**src/rtl/jls_pkg.sv**
```systemverilog
// Shared constants and the FSM state type for the JPEG-LS frame controller.
package jls_pkg;

  localparam int MAXLEN_LEVEL_DEF = 12;
  localparam int MIN_WIDTH        = 4;
  localparam int PRE_CYCLES_DEF   = 368;

  typedef enum logic [2:0] {
    ST_IDLE = 3'd0,
    ST_PRE  = 3'd1,
    ST_DATA = 3'd2,
    ST_POST = 3'd3,
    ST_FIN  = 3'd4
  } jls_state_e;

endpackage

```
**src/rtl/jls_pix_counter.sv**
```systemverilog
// Column/row pixel counters; flags the accept of the last pixel of a frame.
module jls_pix_counter #(
  parameter int MAXLEN_LEVEL = 12
) (
  input  logic                    clk,
  input  logic                    rstn,
  input  logic                    clear,
  input  logic                    accept,
  input  logic [MAXLEN_LEVEL-1:0] width,
  input  logic [15:0]             height,
  output logic                    last_pix
);

  localparam logic [MAXLEN_LEVEL-1:0] ONE_W = MAXLEN_LEVEL'(1);

  logic [MAXLEN_LEVEL-1:0] col;
  logic [15:0]             row;
  logic                    col_end;
  logic                    row_end;

  assign col_end  = (col == width - ONE_W);
  assign row_end  = (row == height - 16'd1);
  assign last_pix = accept && col_end && row_end;

  always_ff @(posedge clk or negedge rstn) begin
    if (!rstn) begin
      col <= '0;
      row <= '0;
    end else if (clear) begin
      col <= '0;
      row <= '0;
    end else if (accept) begin
      if (col_end) begin
        col <= '0;
        row <= row_end ? 16'd0 : row + 16'd1;
      end else begin
        col <= col + ONE_W;
      end
    end
  end

endmodule

```
**src/rtl/jls_frame_ctrl.sv**
```systemverilog
// Frame sequencer feeding a JPEG-LS encoder: preamble, pixel pass-through, drain.
// Optional POST timeout is enabled by defining JLS_CTRL_TIMEOUT_EN.
module jls_frame_ctrl
  import jls_pkg::*;
#(
  parameter int MAXLEN_LEVEL   = MAXLEN_LEVEL_DEF,
  parameter int PRE_CYCLES     = PRE_CYCLES_DEF,
  parameter int TIMEOUT_CYCLES = 65535
) (
  input  logic                    clk,
  input  logic                    rstn,
  input  logic                    start,
  input  logic [MAXLEN_LEVEL-1:0] width,
  input  logic [15:0]             height,
  input  logic                    s_valid,
  input  logic [7:0]              s_data,
  output logic                    s_ready,
  output logic                    enc_inew,
  output logic [MAXLEN_LEVEL-1:0] enc_iwidth,
  output logic [15:0]             enc_iheight,
  output logic                    enc_ivalid,
  output logic [7:0]              enc_idata,
  input  logic                    enc_ovalid,
  input  logic                    enc_olast,
  input  logic                    enc_oerror,
  output logic                    busy,
  output logic                    done,
  output logic                    err,
  output logic [15:0]             frame_cnt,
  output jls_state_e              state_dbg
);

  // Source handshake: a pixel transfers on a rising edge where s_valid && s_ready.
  // s_ready is a pure function of state, so it never depends on s_valid.

  localparam logic [MAXLEN_LEVEL-1:0] MIN_W    = MAXLEN_LEVEL'(MIN_WIDTH);
  localparam logic [15:0]             PRE_LAST = 16'(PRE_CYCLES - 1);

  jls_state_e state, state_nxt;
  logic [15:0] pre_cnt;
  logic        params_ok;
  logic        accept;
  logic        last_pix;
  logic        err_set;

`ifdef JLS_CTRL_TIMEOUT_EN
  localparam logic [15:0] TO_LAST = 16'(TIMEOUT_CYCLES - 1);
  logic [15:0] to_cnt;
`endif

  assign params_ok = (width >= MIN_W) && (height != 16'd0);
  assign accept    = s_valid && (state == ST_DATA);
  assign s_ready   = (state == ST_DATA);
  assign enc_inew  = (state == ST_PRE) || (state == ST_POST);
  assign busy      = (state != ST_IDLE);
  assign done      = (state == ST_FIN);
  assign state_dbg = state;

  jls_pix_counter #(.MAXLEN_LEVEL(MAXLEN_LEVEL)) u_pix_counter (
    .clk      (clk),
    .rstn     (rstn),
    .clear    (state != ST_DATA),
    .accept   (accept),
    .width    (enc_iwidth),
    .height   (enc_iheight),
    .last_pix (last_pix)
  );

  always_comb begin
    state_nxt = state;
    err_set   = 1'b0;
    case (state)
      ST_IDLE: begin
        if (start) begin
          if (params_ok) state_nxt = ST_PRE;
          else           err_set   = 1'b1;
        end
      end
      ST_PRE:  if (pre_cnt == PRE_LAST) state_nxt = ST_DATA;
      ST_DATA: if (last_pix) state_nxt = ST_POST;
      ST_POST: begin
        if (enc_ovalid && enc_olast) begin
          state_nxt = ST_FIN;
          err_set   = enc_oerror;
        end
`ifdef JLS_CTRL_TIMEOUT_EN
        else if (to_cnt == TO_LAST) begin
          state_nxt = ST_FIN;
          err_set   = 1'b1;
        end
`endif
      end
      ST_FIN:  state_nxt = ST_IDLE;
      default: state_nxt = ST_IDLE;
    endcase
  end

  always_ff @(posedge clk or negedge rstn) begin
    if (!rstn) state <= ST_IDLE;
    else       state <= state_nxt;
  end

  // err is registered so a frame error lands in the FIN cycle alongside done.
  always_ff @(posedge clk or negedge rstn) begin
    if (!rstn) begin
      pre_cnt     <= '0;
      enc_iwidth  <= '0;
      enc_iheight <= '0;
      enc_ivalid  <= 1'b0;
      enc_idata   <= '0;
      err         <= 1'b0;
      frame_cnt   <= '0;
    end else begin
      pre_cnt    <= (state == ST_PRE) ? pre_cnt + 16'd1 : 16'd0;
      enc_ivalid <= accept;
      enc_idata  <= accept ? s_data : 8'd0;
      err        <= err_set;
      if (state == ST_IDLE && start && params_ok) begin
        enc_iwidth  <= width;
        enc_iheight <= height;
      end
      if (state == ST_FIN) frame_cnt <= frame_cnt + 16'd1;
    end
  end

`ifdef JLS_CTRL_TIMEOUT_EN
  always_ff @(posedge clk or negedge rstn) begin
    if (!rstn) to_cnt <= '0;
    else       to_cnt <= (state == ST_POST) ? to_cnt + 16'd1 : 16'd0;
  end
`endif

endmodule

```
**config.mk**
```make
export PLATFORM = sky130hd
export DESIGN_NAME = jls_frame_ctrl
export DESIGN_NICKNAME = d
export VERILOG_FILES = /design/src/rtl/jls_pkg.sv /design/src/rtl/jls_pix_counter.sv /design/src/rtl/jls_frame_ctrl.sv
export SDC_FILE = /design/constraint.sdc
export NUM_CORES = 1
export LEC_CHECK = 0
export BUFFER_PORTS_ARGS = -buffer_cell sky130_fd_sc_hd__clkbuf_2
export CAP_MARGIN = 20
export CORE_ASPECT_RATIO = 1.4
export CORE_MARGIN = 3
export CORE_UTILIZATION = 40
export CTS_CLUSTER_SIZE = 8
export DETAILED_ROUTE_END_ITERATION = 8
export PLACE_DENSITY = 0.65
export SYNTH_ARGS = -nofsm -noshare
export SYNTH_HDL_FRONTEND = slang
export SYNTH_HIERARCHICAL = 1
export SYNTH_SLANG_ARGS = --single-unit
```
**constraint.sdc**
```tcl
create_clock -name clk -period 3.5 [get_ports clk]
set_input_delay 0.7 -clock clk [delete_from_list [all_inputs] [get_ports clk]]
set_output_delay 0.7 -clock clk [all_outputs]
set_load 0.02 [all_outputs]
```
-- Yosys cells after proc, flatten, opt, wreduce, memory -nomap -nowiden
Cells that the tools add are included.
- bits in registers: 101
- bits in latches: 0
- memory bits (writable): 0
- ROM bits: 0
- bits of input ports: 43
- memories: 0
- add/subtract/negate cells: 6
- $mul: 0
- divide/modulo/power cells: 0
- $lt $le $gt $ge: 1
- eq/ne operators: 13
- shift-type cells: 0
- multiplexer cells: 19
- bitwise logic cells: 0
- reductions and logical operators: 15
- operator list (cell ; number):
    $mux 16 ; 5
    $add 16x1->16 const B ; 3
    $mux 12 ; 3
    $eq 16x16->1 ; 1
    $eq 16x9->1 const B ; 1
    $reduce_bool 16->1 ; 1
    $sub 16x1->16 const B ; 1
    $mux 3 ; 5
    $add 12x1->12 const B ; 1
    $eq 12x12->1 ; 1
    $ge 12x3->1 const B ; 1
    $pmux 3 s4 ; 1
    $sub 12x1->12 const B ; 1
    $mux 8 ; 1
    $logic_and 1x1->1 ; 7
    $eq 3x2->1 const B ; 2
    $ne 2x2->1 const B ; 3
    $reduce_and 5->1 ; 1
    $ne 2x1->1 const B ; 2
    $reduce_bool 2->1 ; 2
    $eq 3x1->1 const B ; 1
    $eq 3x3->1 const B ; 1
    $logic_not 3->1 ; 1
    $mux 1 ; 3
    5 further kinds ; 5

-- Longest topological paths before layout
Gate-level depths: netlist of the first run.
- depth after elaboration: 6
- gate-level depth with buffers: 13
- gate-level depth less buffers: 12

-- By module
The synthesis of the first run kept the hierarchy.
- modules (own cells, without submodules) (module ; times used ; cells each ; area an instance (µm²)):
    jls_frame_ctrl ; 1 ; 258 ; 3136.8
    jls_pix_counter ; 1 ; 357 ; 2974.1

-- Least setup slack after synthesis of the first run
Ideal clock, no wire load.
- path kind: register to register
- start: reg enc_iwidth[0]
- end: reg state[0] (netlist: state_dbg[0])
- library setup time: 0.146 ns
- arrival time: 3.054 ns
- slack: 0.301 ns
- stages on the path, launching flop included: 14
- period minus slack after synthesis: 3.199 ns
- cells stage by stage: dfrtp_1 > inv_1 > ha_1 > nand2b_4 > or3b_1 > a2111oi_4 > nand2_2 > buf_2 > or3_4 > nor4_1 > nor2b_1 > o41ai_1 > a31oi_1 > o32ai_1
- cells in the longest elaborated chain, start to end: 6
- ends and longest elaborated chain (element ; RTL line ; RTL):
    start: declaration ; jls_frame_ctrl.sv:19 ; output logic [MAXLEN_LEVEL-1:0] enc_iwidth,
    start signal: assignment ; jls_frame_ctrl.sv:119 ; enc_iwidth <= width;
    $sub 12x1->12 ; jls_pix_counter.sv:21 ; assign col_end = (col == width - ONE_W);
    $eq 12x12->1 ; jls_pix_counter.sv:21 ;
    $logic_and 1x1->1 (2 in series) ; jls_pix_counter.sv:23 ; assign last_pix = accept && col_end && row_end;
    named net last_pix ; jls_frame_ctrl.sv:43 ; logic last_pix;
    $ne 2x1->1 (no source line) ; n/a ;
    $reduce_and 5->1 (no source line) ; n/a ;
    end signal: assignment ; jls_frame_ctrl.sv:100 ; else state <= state_nxt;
    end: declaration ; jls_frame_ctrl.sv:39 ; jls_state_e state, state_nxt;
The timed path passes the listed nets, and every way through them passes these cells.
A chain may end at the register's enable or synchronous reset.

-- Worst setup path after layout of the first run
- start: reg enc_iheight[0]
- end: reg state[0] (netlist: state_dbg[0])
- cells in the longest elaborated chain, start to end: 5
- ends and longest elaborated chain (element ; RTL line ; RTL):
    start: declaration ; jls_frame_ctrl.sv:20 ; output logic [15:0] enc_iheight,
    start signal: assignment ; jls_frame_ctrl.sv:120 ; enc_iheight <= height;
    $sub 16x1->16 ; jls_pix_counter.sv:22 ; assign row_end = (row == height - 16'd1);
    $eq 16x16->1 ; jls_pix_counter.sv:22 ;
    $logic_and 1x1->1 ; jls_pix_counter.sv:23 ;
    named net last_pix ; jls_frame_ctrl.sv:43 ;
    $ne 2x1->1 (no source line) ; n/a ;
    $reduce_and 5->1 (no source line) ; n/a ;
The timed path passes the listed nets, and every way through them passes these cells.

==> results of run 1 <==
-- critical path: cells and delay by family (launching register included) --
kind | cells | cell delay [ns]
xor+xnor | 1 | 0.13
compound gates | 4 | 0.48
flops | 1 | 0.46
simple gates | 5 | 1.59
fa+ha+maj | 1 | 0.26
buf+inv | 2 | 0.25
-- synth_stat cells, types with 6 or more instances --
cell type  number  area share, %
xor2_1         12            1.7
mux2_2         11            2.0
nand4_1        20            2.0
nor3_1         22            1.8
a21oi_1        19            1.6
and3_1         16            1.6
buf_2           7           0.57
mux2_1         22            4.1
a31oi_1         6           0.61
nor2_1         42            2.6
nor3b_1         6           0.74
and2_1         10            1.0
ha_1            6            1.2
inv_1          18            1.1
o21ai_1         8           0.66
or3_1          11            1.1
clkbuf_1       17            1.0
o32ai_1         9            1.3
nand2_1        38            2.3
o22ai_1        12            1.2
nand3_1        20            1.6
dfrtp_1       101             41
nor4_1         25            2.6
xnor2_1        48            6.9
-- where the power goes --
part	internal, mW	switching [mW]
clock	0.499	0.483
combinational	0.745	1.13
sequential	1.36	0.330
total	2.60	1.95
-- worst max-delay path by stage --
| stage | cells past startpoint | slack, ns | startpoint | endpoint |
|---|---|---|---|---|
| floorplan | 13 | 0.30 | enc_iwidth[0]$_DFFE_PN0P_ | state_dbg[0]$_DFFE_PN0P_ |
| finish | 13 | 0.20 | enc_iheight[0]$_DFFE_PN0P_ | state_dbg[0]$_DFFE_PN0P_ |
| global placement | 13 | 0.37 | enc_iheight[0]$_DFFE_PN0P_ | state_dbg[0]$_DFFE_PN0P_ |
| global route | 13 | 0.02 | enc_iheight[0]$_DFFE_PN0P_ | state_dbg[1]$_DFFE_PN0P_ |
| CTS | 13 | 0.14 | enc_iheight[0]$_DFFE_PN0P_ | state_dbg[0]$_DFFE_PN0P_ |
| detailed placement | 13 | 0.18 | enc_iheight[0]$_DFFE_PN0P_ | state_dbg[0]$_DFFE_PN0P_ |
-- layer usage --
layer	routed length (µm)	GRT usage [%]	part of all wire, %
met2	8690	34.6	53
met3	973	3.97	5.9
met5	0	0	0
met4	498	8.45	3.0
met1	6270	22.8	38
-- sequential cells by signal (all words and copies together), names as in the netlist --
name	cells
enc_iheight	16
frame_cnt	16
pre_cnt	16
u_pix_counter/row	16
enc_iwidth	12
u_pix_counter/col	12
enc_idata	8
state_dbg	3
enc_ivalid	1
err	1
-- timing repair --
action	4_1_cts	5_1_grt
gates resized for setup	0	1
endpoints found under the hold margin	0	0
endpoints found under the setup margin	0	2
-- kinds of logic after synthesis --
group / synth area share [%]
AND/OR/NAND/NOR: 25.4
AO/OA/AOI/OAI: 13.4
XOR/XNOR: 8.60
adder cells (fa/ha/maj): 1.23
multiplexers: 6.57
buffers and inverters: 3.52
flip-flops: 41.4
-- layout make-up --
class	count	area, µm²	area share, %
Clock buffer	9	225	3.15
Tap cell	189	236	3.31
Inverter	18	67.6	0.946
Sequential cell	101	2530	35.4
Timing Repair Buffer	118	643	9.00
Multi-Input combinational cell	466	3380	47.3
Clock inverter	7	66.3	0.929
-- per-stage QoR --
step | util [%] | setup slack [ns] | cell area, µm² | hold slack (ns)
4_1_cts | 48.5 | 0.142 | 7130 | 0.400
3_3_place_gp | 46.5 | 0.369 | 6840 | 0.461
6_report | 48.6 | 0.203 | 7140 | 0.386
2_1_floorplan | - | 0.301 | 6110 | 0.404
5_1_grt | 48.6 | 0.0216 | 7140 | 0.436
3_5_place_dp | 46.5 | 0.184 | 6840 | 0.467
==> out/results.ini, run 1 <==
[setup_path]
crit_path_end_kind = flip-flop
critPathKind = reg2reg
cpPeakStageDelay_ns = 0.52
worstPathArrival_ns = 3.52
cp_slowest_cell = or3b_2
cp-start-kind = flip-flop
worstPathCellList = inv_1 -> ha_1 -> or3b_2 -> nor4b_2 -> xnor2_1 -> nor3b_2 -> o21ai_4 -> nor4_1 -> nor2b_1 -> o41ai_1 -> buf_4 -> a31oi_1 -> o32ai_1
rr_startpoint = enc_iheight[0]$_DFFE_PN0P_
crit_required_ns = 3.72
reg2reg_depth = 13
r2r-end = state_dbg[0]$_DFFE_PN0P_
crit_fanout = 10
r2r_slack_ns = 0.20

[final_layout]
fill_cells = 1420
stdcell_count = 908
final_cell_mix = clkbuf_2 (102), dfrtp_1 (101), xnor2_1 (48)
drive_gt1_share_pct = 24.6
syn2layout_area_growth_pct = 16.9
final_nets = 763
layout_commonest_cell = clkbuf_2
diodes = 0

[synthesis]
syn_area_per_cell_um2 = 9.94
synthesis.area_mm2 = 0.00611
seq_area_frac_synth_pct = 41.4
async_flop_share_pct = 100
synthCells = 615
ys_ff_latch = 101
yosys_warnings = 6
ys.flop_type = dfrtp_1
synth_edf_count = 0
synth_nets = 664
synth.distinct_cells = 78

[clocking]
ctsRootBufferMaster = clkbuf_16
clock-sinks = 101
clk_pin_slew_worst_paths_ns = 0.08
cts_hold_buffers = 0
cts_setup_buffers = 0
max-clock-path-buffers = 2
cts_tree = yes
clock_latency_ns = 0.35
numCtsBuffers = 9
htree_num_levels = 3

[detailed_routing]
ant_nets = 0
routed_via_density = 5.87
via_count = 5330
drtPass1Iterations = 5
totalWireLength_um = 16400
remaining_drc_errors = 0
drt_iter0_markers = 283
wl_per_cell_um = 18.1

[job]
drv_cap = 0

[placed_design]
place_hpwl_um = 12200
routabilityCongestion = 0.950
post-place-cells = 892
portBuffers = 103

[floorplan]
ios = 104
die-width_um = 110
row_count = 52
dieHeight_um = 152
fp.coreArea_mm2 = 0.0147
dieArea_mm2 = 0.0168
floorplan.initialDensity_pct = 41.6

[grt]
grt_overflow = 0
grt_pass1_wl_um = 27400
grtUsageTotal_pct = 19.5
grt_pass1_vias = 5386
grt_max_degree = 53
antenna_found_initial = 0

[status]
status = complete, no violations

[worst_hold_path]
hp-class = in2async

[sta]
clock-skew-final_ns = 0.0109
slew_headroom_pct = 47.3
fin_tns_setup_ns = 0
rsz0062_at_grt = no
setup_viol = 0
worst_pin_slew_ns = 0.790
clock.fmax_mhz = 303
hold_violations = 0
slew_violations = 0
timing.final.crit_share_pct = 94.2
finalCriticalPeriod_ns = 3.30

[power]
cellLeakagePower_nw = 3.05
total_power_mw = 4.55
powerDensity_mw_per_mm2 = 637
peakVddDrop_v = 0.000560

Note: power is estimated with default switching activity, not from simulation.
==> inputs of run 2 (changes only) <==
--- a/config.mk
+++ b/config.mk
@@ -10,9 +10,11 @@
 export CORE_ASPECT_RATIO = 1.4
 export CORE_MARGIN = 3
 export CORE_UTILIZATION = 40
+export CTS_BUF_LIST = sky130_fd_sc_hd__clkbuf_8
 export CTS_CLUSTER_SIZE = 8
 export DETAILED_ROUTE_END_ITERATION = 8
 export PLACE_DENSITY = 0.65
+export SKIP_CTS_REPAIR_TIMING = 1
 export SYNTH_ARGS = -nofsm -noshare
 export SYNTH_HDL_FRONTEND = slang
 export SYNTH_HIERARCHICAL = 1
==> run 2 against run 1 <==
Against the previous run: die area is the same; critical path type unchanged; via count hardly changed; register-to-register slack improved by 0.02 ns.
==> out/results.ini, run 2 (same netlist as run 1, synthesis figures left out) <==
[detailed_routing]
wl_met1_um = 6430
totalWireLength_um = 16300
routed_via_density = 5.87
via_count = 5329
highest_layer = met4
met3_length_um = 775
wl_met2_um = 8590
drtPass1Iterations = 5
remaining_drc_errors = 0
wl_per_cell_um = 18.0
ant_nets = 0
drt_iter0_markers = 275

[sta]
timing.final.crit_share_pct = 93.5
clock.fmax_mhz = 305
fin_tns_setup_ns = 0
setup_viol = 0
slew_violations = 0
timing.hold.ws_ns = 0.335
worst_pin_slew_ns = 0.754
setup_ws_ns = 0.226
finalCriticalPeriod_ns = 3.27
slew_headroom_pct = 49.7
rsz0062_at_grt = no
clock-skew-final_ns = 0.0147
hold_violations = 0

[placed_design]
routabilityCongestion = 0.950
portBuffers = 103
post_dp_cell_area_mm2 = 0.00684
post-place-cells = 892
place_hpwl_um = 12200
post-place-ws_ns = 0.184

[final_layout]
stdcell_count = 908
syn2layout_area_growth_pct = 15.3
final_nets = 763
drive_gt1_share_pct = 24.8
finalInstanceArea_mm2 = 0.00704
finish.utilization_pct = 47.9
diodes = 0
final_cell_mix = clkbuf_2 (102), dfrtp_1 (101), xnor2_1 (48)
layout_commonest_cell = clkbuf_2

[floorplan]
ios = 104
die-width_um = 110
dieArea_mm2 = 0.0168
fp.coreArea_mm2 = 0.0147
dieHeight_um = 152
row_count = 52
floorplan.initialDensity_pct = 41.6

[setup_path]
worstPathCellList = inv_1 -> ha_2 -> or3b_2 -> nor4b_2 -> xnor2_1 -> nor3b_2 -> o21ai_4 -> nor4_1 -> nor2b_1 -> o41ai_1 -> buf_4 -> o32ai_1
crit_required_ns = 3.79
timing.critical_path.buf_inv = 2
critPathKind = reg2reg
cp_top_family = simple AND/OR/NAND/NOR gates
crit_fanout = 10
cpPeakStageDelay_ns = 0.51
crit_path_end_kind = flip-flop
cp_slowest_cell = or3b_2
cp-start-kind = flip-flop
worstPathArrival_ns = 3.57

[power]
internal_power_mw = 2.38
sequentialPowerShare_pct = 39.3
powerDensity_mw_per_mm2 = 611
cellLeakagePower_nw = 3.00
peakVddDrop_v = 0.000525
total_power_mw = 4.30
comb_power_share_pct = 43.5
switchingPower_mw = 1.92
switching_share_pct = 44.6
clkPwrFrac_pct = 17.1

[grt]
grt_pass1_wl_um = 27200
antenna_found_initial = 0
grt_pass1_vias = 5368
grt_overflow = 0
grt_max_degree = 53
grtUsageTotal_pct = 19.4

[job]
drv_cap = 0

[worst_hold_path]
hp-class = in2async

[clocking]
max-clock-path-buffers = 2
clock_latency_ns = 0.39
htree_num_levels = 3
numCtsBuffers = 9
clk_pin_slew_worst_paths_ns = 0.11
cts_tree = yes
clock-sinks = 101
ctsRootBufferMaster = clkbuf_8

[status]
status = complete, no violations

[run 2: cell count changes in the layout (fill, tap and decap cells not counted)]
cell,before,now
ha_1,6,5
clkbuf_16,9,0
ha_2,0,1
clkbuf_8,0,9
[run 2: area by class of cell]
| cell class | instances | area [µm²] |
|---|---|---|
| repair buffers | 118 | 643 |
| fillers | 1425 | 7660 |
| clock buffers | 9 | 124 |
| flip-flops and latches | 101 | 2530 |
| clock inverters | 7 | 66.3 |
| inverters | 18 | 67.6 |
| well taps | 189 | 236 |
| multi-input cells | 466 | 3380 |
[run 2: final timing paths]
path | startpoint | to | slack, ns | cells after the start
setup / recovery | enc_iheight[0]$_DFFE_PN0P_ | state_dbg[0]$_DFFE_PN0P_ | 0.23 | 12
hold / removal | rstn | u_pix_counter/row[15]$_DFFE_PN0P_ | 0.33 | 1
hold reg to reg | frame_cnt[15]$_DFFE_PN0P_ | frame_cnt[15]$_DFFE_PN0P_ | 0.48 | 1
min in group clk | frame_cnt[15]$_DFFE_PN0P_ | frame_cnt[15]$_DFFE_PN0P_ | 0.48 | 1
max in group asynchronous | rstn | frame_cnt[7]$_DFFE_PN0P_ | 2.43 | 2
setup reg to reg | enc_iheight[0]$_DFFE_PN0P_ | state_dbg[0]$_DFFE_PN0P_ | 0.23 | 12
[run 2: power by group through the flow]
stage	sequential [mW]	clock [mW]	combinational [mW]
floorplan	1.86	0	1.09
global placement	1.71	0	1.81
detailed placement	1.72	0	1.86
CTS	1.69	0.755	1.87
global route	1.73	0.805	2.04
finish	1.69	0.737	1.87
[run 2: layer usage]
layer	vias up	global-route usage, %
met2	189	34.8
met1	2614	22.7
li1	2483	-
met4	0	8.51
met5	-	0
met3	43	3.30
==> inputs of run 3 (changes only) <==
--- a/config.mk
+++ b/config.mk
@@ -15,6 +15,7 @@
 export DETAILED_ROUTE_END_ITERATION = 8
 export PLACE_DENSITY = 0.65
 export SKIP_CTS_REPAIR_TIMING = 1
+export SKIP_LAST_GASP = 1
 export SYNTH_ARGS = -nofsm -noshare
 export SYNTH_HDL_FRONTEND = slang
 export SYNTH_HIERARCHICAL = 1
==> constraint.sdc (replaced) <==
create_clock -name clk -period 3.5 [get_ports clk]
set_input_delay 0.35 -clock clk [delete_from_list [all_inputs] [get_ports clk]]
set_output_delay 0.35 -clock clk [all_outputs]
set_load 0.02 [all_outputs]
==> run 3 against run 2 <==
Against the previous run: die area stayed put; routed wire length fell by 0.39%; sequential share of layout area is 0.42 points lower; non-clock buffer count grew 7; sequential cell count unchanged; critical endpoint unchanged.
==> out/results.ini, run 3 (same netlist as run 1, synthesis figures left out) <==
[status]
status = complete, no violations

[setup_path]
r2r-end = state_dbg[0]$_DFFE_PN0P_
timing.critical_path.buf_inv = 1
worstPathArrival_ns = 3.57
cpPeakStageDelay_ns = 0.74
crit_path_end_kind = flip-flop
cp-start-kind = flip-flop
crit_fanout = 9
reg2reg_depth = 10
crit_required_ns = 3.77
cp_slowest_cell = or4_1
r2r_slack_ns = 0.20
critPathKind = reg2reg
worstPathCellList = or4_1 -> or3_1 -> mux2_2 -> o21ai_2 -> o21ai_4 -> nor4_2 -> nor2b_1 -> o41ai_1 -> buf_4 -> o32ai_1
cp_top_family = simple AND/OR/NAND/NOR gates
rr_startpoint = enc_iheight[0]$_DFFE_PN0P_

[clocking]
ctsRootBufferMaster = clkbuf_8
clock_latency_ns = 0.38
clock-sinks = 101
htree_num_levels = 3
max-clock-path-buffers = 2
numCtsBuffers = 9
cts_tree = yes
clk_pin_slew_worst_paths_ns = 0.10

[sta]
timing.final.crit_share_pct = 94.3
slew_violations = 0
finalCriticalPeriod_ns = 3.30
setup_viol = 0
worst_pin_slew_ns = 0.791
slew_headroom_pct = 47.2
fin_tns_setup_ns = 0
hold_violations = 0
rsz0062_at_grt = no
clock-skew-final_ns = 0.0128
timing.hold.ws_ns = 0.167
clock.fmax_mhz = 303

[final_layout]
diodes = 0
final_cell_mix = clkbuf_2 (102), dfrtp_1 (100), xnor2_1 (48)
finish.utilization_pct = 48.5
final_nets = 771
finalInstanceArea_mm2 = 0.00713
drive_gt1_share_pct = 25.6
layout_commonest_cell = clkbuf_2
syn2layout_area_growth_pct = 16.7

[floorplan]
dieArea_mm2 = 0.0168
row_count = 52
floorplan.initialDensity_pct = 41.6
die-width_um = 110
dieHeight_um = 152
ios = 104
fp.coreArea_mm2 = 0.0147

[grt]
grt_max_degree = 86
grtUsageTotal_pct = 19.0
grt_pass1_wl_um = 26600
grt_overflow = 0
grt_pass1_vias = 5363
antenna_found_initial = 0

[detailed_routing]
via_count = 5346
routed_via_density = 5.84
drt_iter0_markers = 206
remaining_drc_errors = 0
ant_nets = 0
drtPass1Iterations = 7
wl_per_cell_um = 17.8
totalWireLength_um = 16300

[placed_design]
routabilityCongestion = 0.898
post_dp_cell_area_mm2 = 0.00682
place_hpwl_um = 12000
portBuffers = 103

[worst_hold_path]
whs_path_depth = 2
min_from = s_data[3]
whs_endpoint = enc_idata[3]$_DFF_PN0_
hp-class = in2reg

[power]
cellLeakagePower_nw = 3.04
peakVddDrop_v = 0.000641
total_power_mw = 4.36
powerDensity_mw_per_mm2 = 612

[job]
drv_cap = 0

run 3: where the power goes:
part           switching, mW  leakage (nW)  total, mW  internal (mW)
clock network          0.410         0.104      0.760          0.350
logic                   1.13          1.60       1.90          0.763
registers              0.346          1.34       1.71           1.36
run 3: worst max path at each step:
stage                                           from                  endpoint  slack [ns]  cells after the start
after floorplan            enc_iwidth[0]$_DFFE_PN0P_  state_dbg[0]$_DFFE_PN0P_        0.30                     13
after global placement     enc_iwidth[0]$_DFFE_PN0P_  state_dbg[0]$_DFFE_PN0P_        0.31                     13
after detailed placement   enc_iwidth[0]$_DFFE_PN0P_  state_dbg[0]$_DFFE_PN0P_        0.17                     12
after CTS                  enc_iwidth[0]$_DFFE_PN0P_  state_dbg[0]$_DFFE_PN0P_        0.11                     12
after global routing      enc_iheight[0]$_DFFE_PN0P_  state_dbg[0]$_DFFE_PN0P_        0.05                     14
final                     enc_iheight[0]$_DFFE_PN0P_  state_dbg[0]$_DFFE_PN0P_        0.20                     10
run 3: metrics by stage:
stage	setup WS [ns]	instances
detailed placement	0.174	891
floorplan	0.301	615
global placement	0.310	891
CTS	0.111	906
finish	0.199	915
global route	0.0476	915
run 3: layout make-up:
class / count / area (µm²)
clock inverter: 5 / 60.1
tap: 189 / 236
clock buffer: 10 / 138
inverter: 18 / 67.6
multi-input combinational: 467 / 3390
timing repair buffer: 125 / 706
sequential: 101 / 2530
fill: 1415 / 7570
run 3: layer usage:
layer	vias to the layer above	track usage, %	share of wire (%)
li1	2502	-	-
met1	2593	21.4	38
met2	197	33.3	52
met3	54	3.77	5.2
met4	0	10.9	4.7
met5	-	0	0
run 3: worst reg2reg max path, stage by stage (launching register included):
cell and delay (ns):
dfrtp_1 0.47, or4_1 0.74, or3_1 0.40, mux2_2 0.29, o21ai_2 0.27, o21ai_4 0.14, nor4_2 0.21, nor2b_1 0.17
o41ai_1 0.07, buf_4 0.15, o32ai_1 0.29
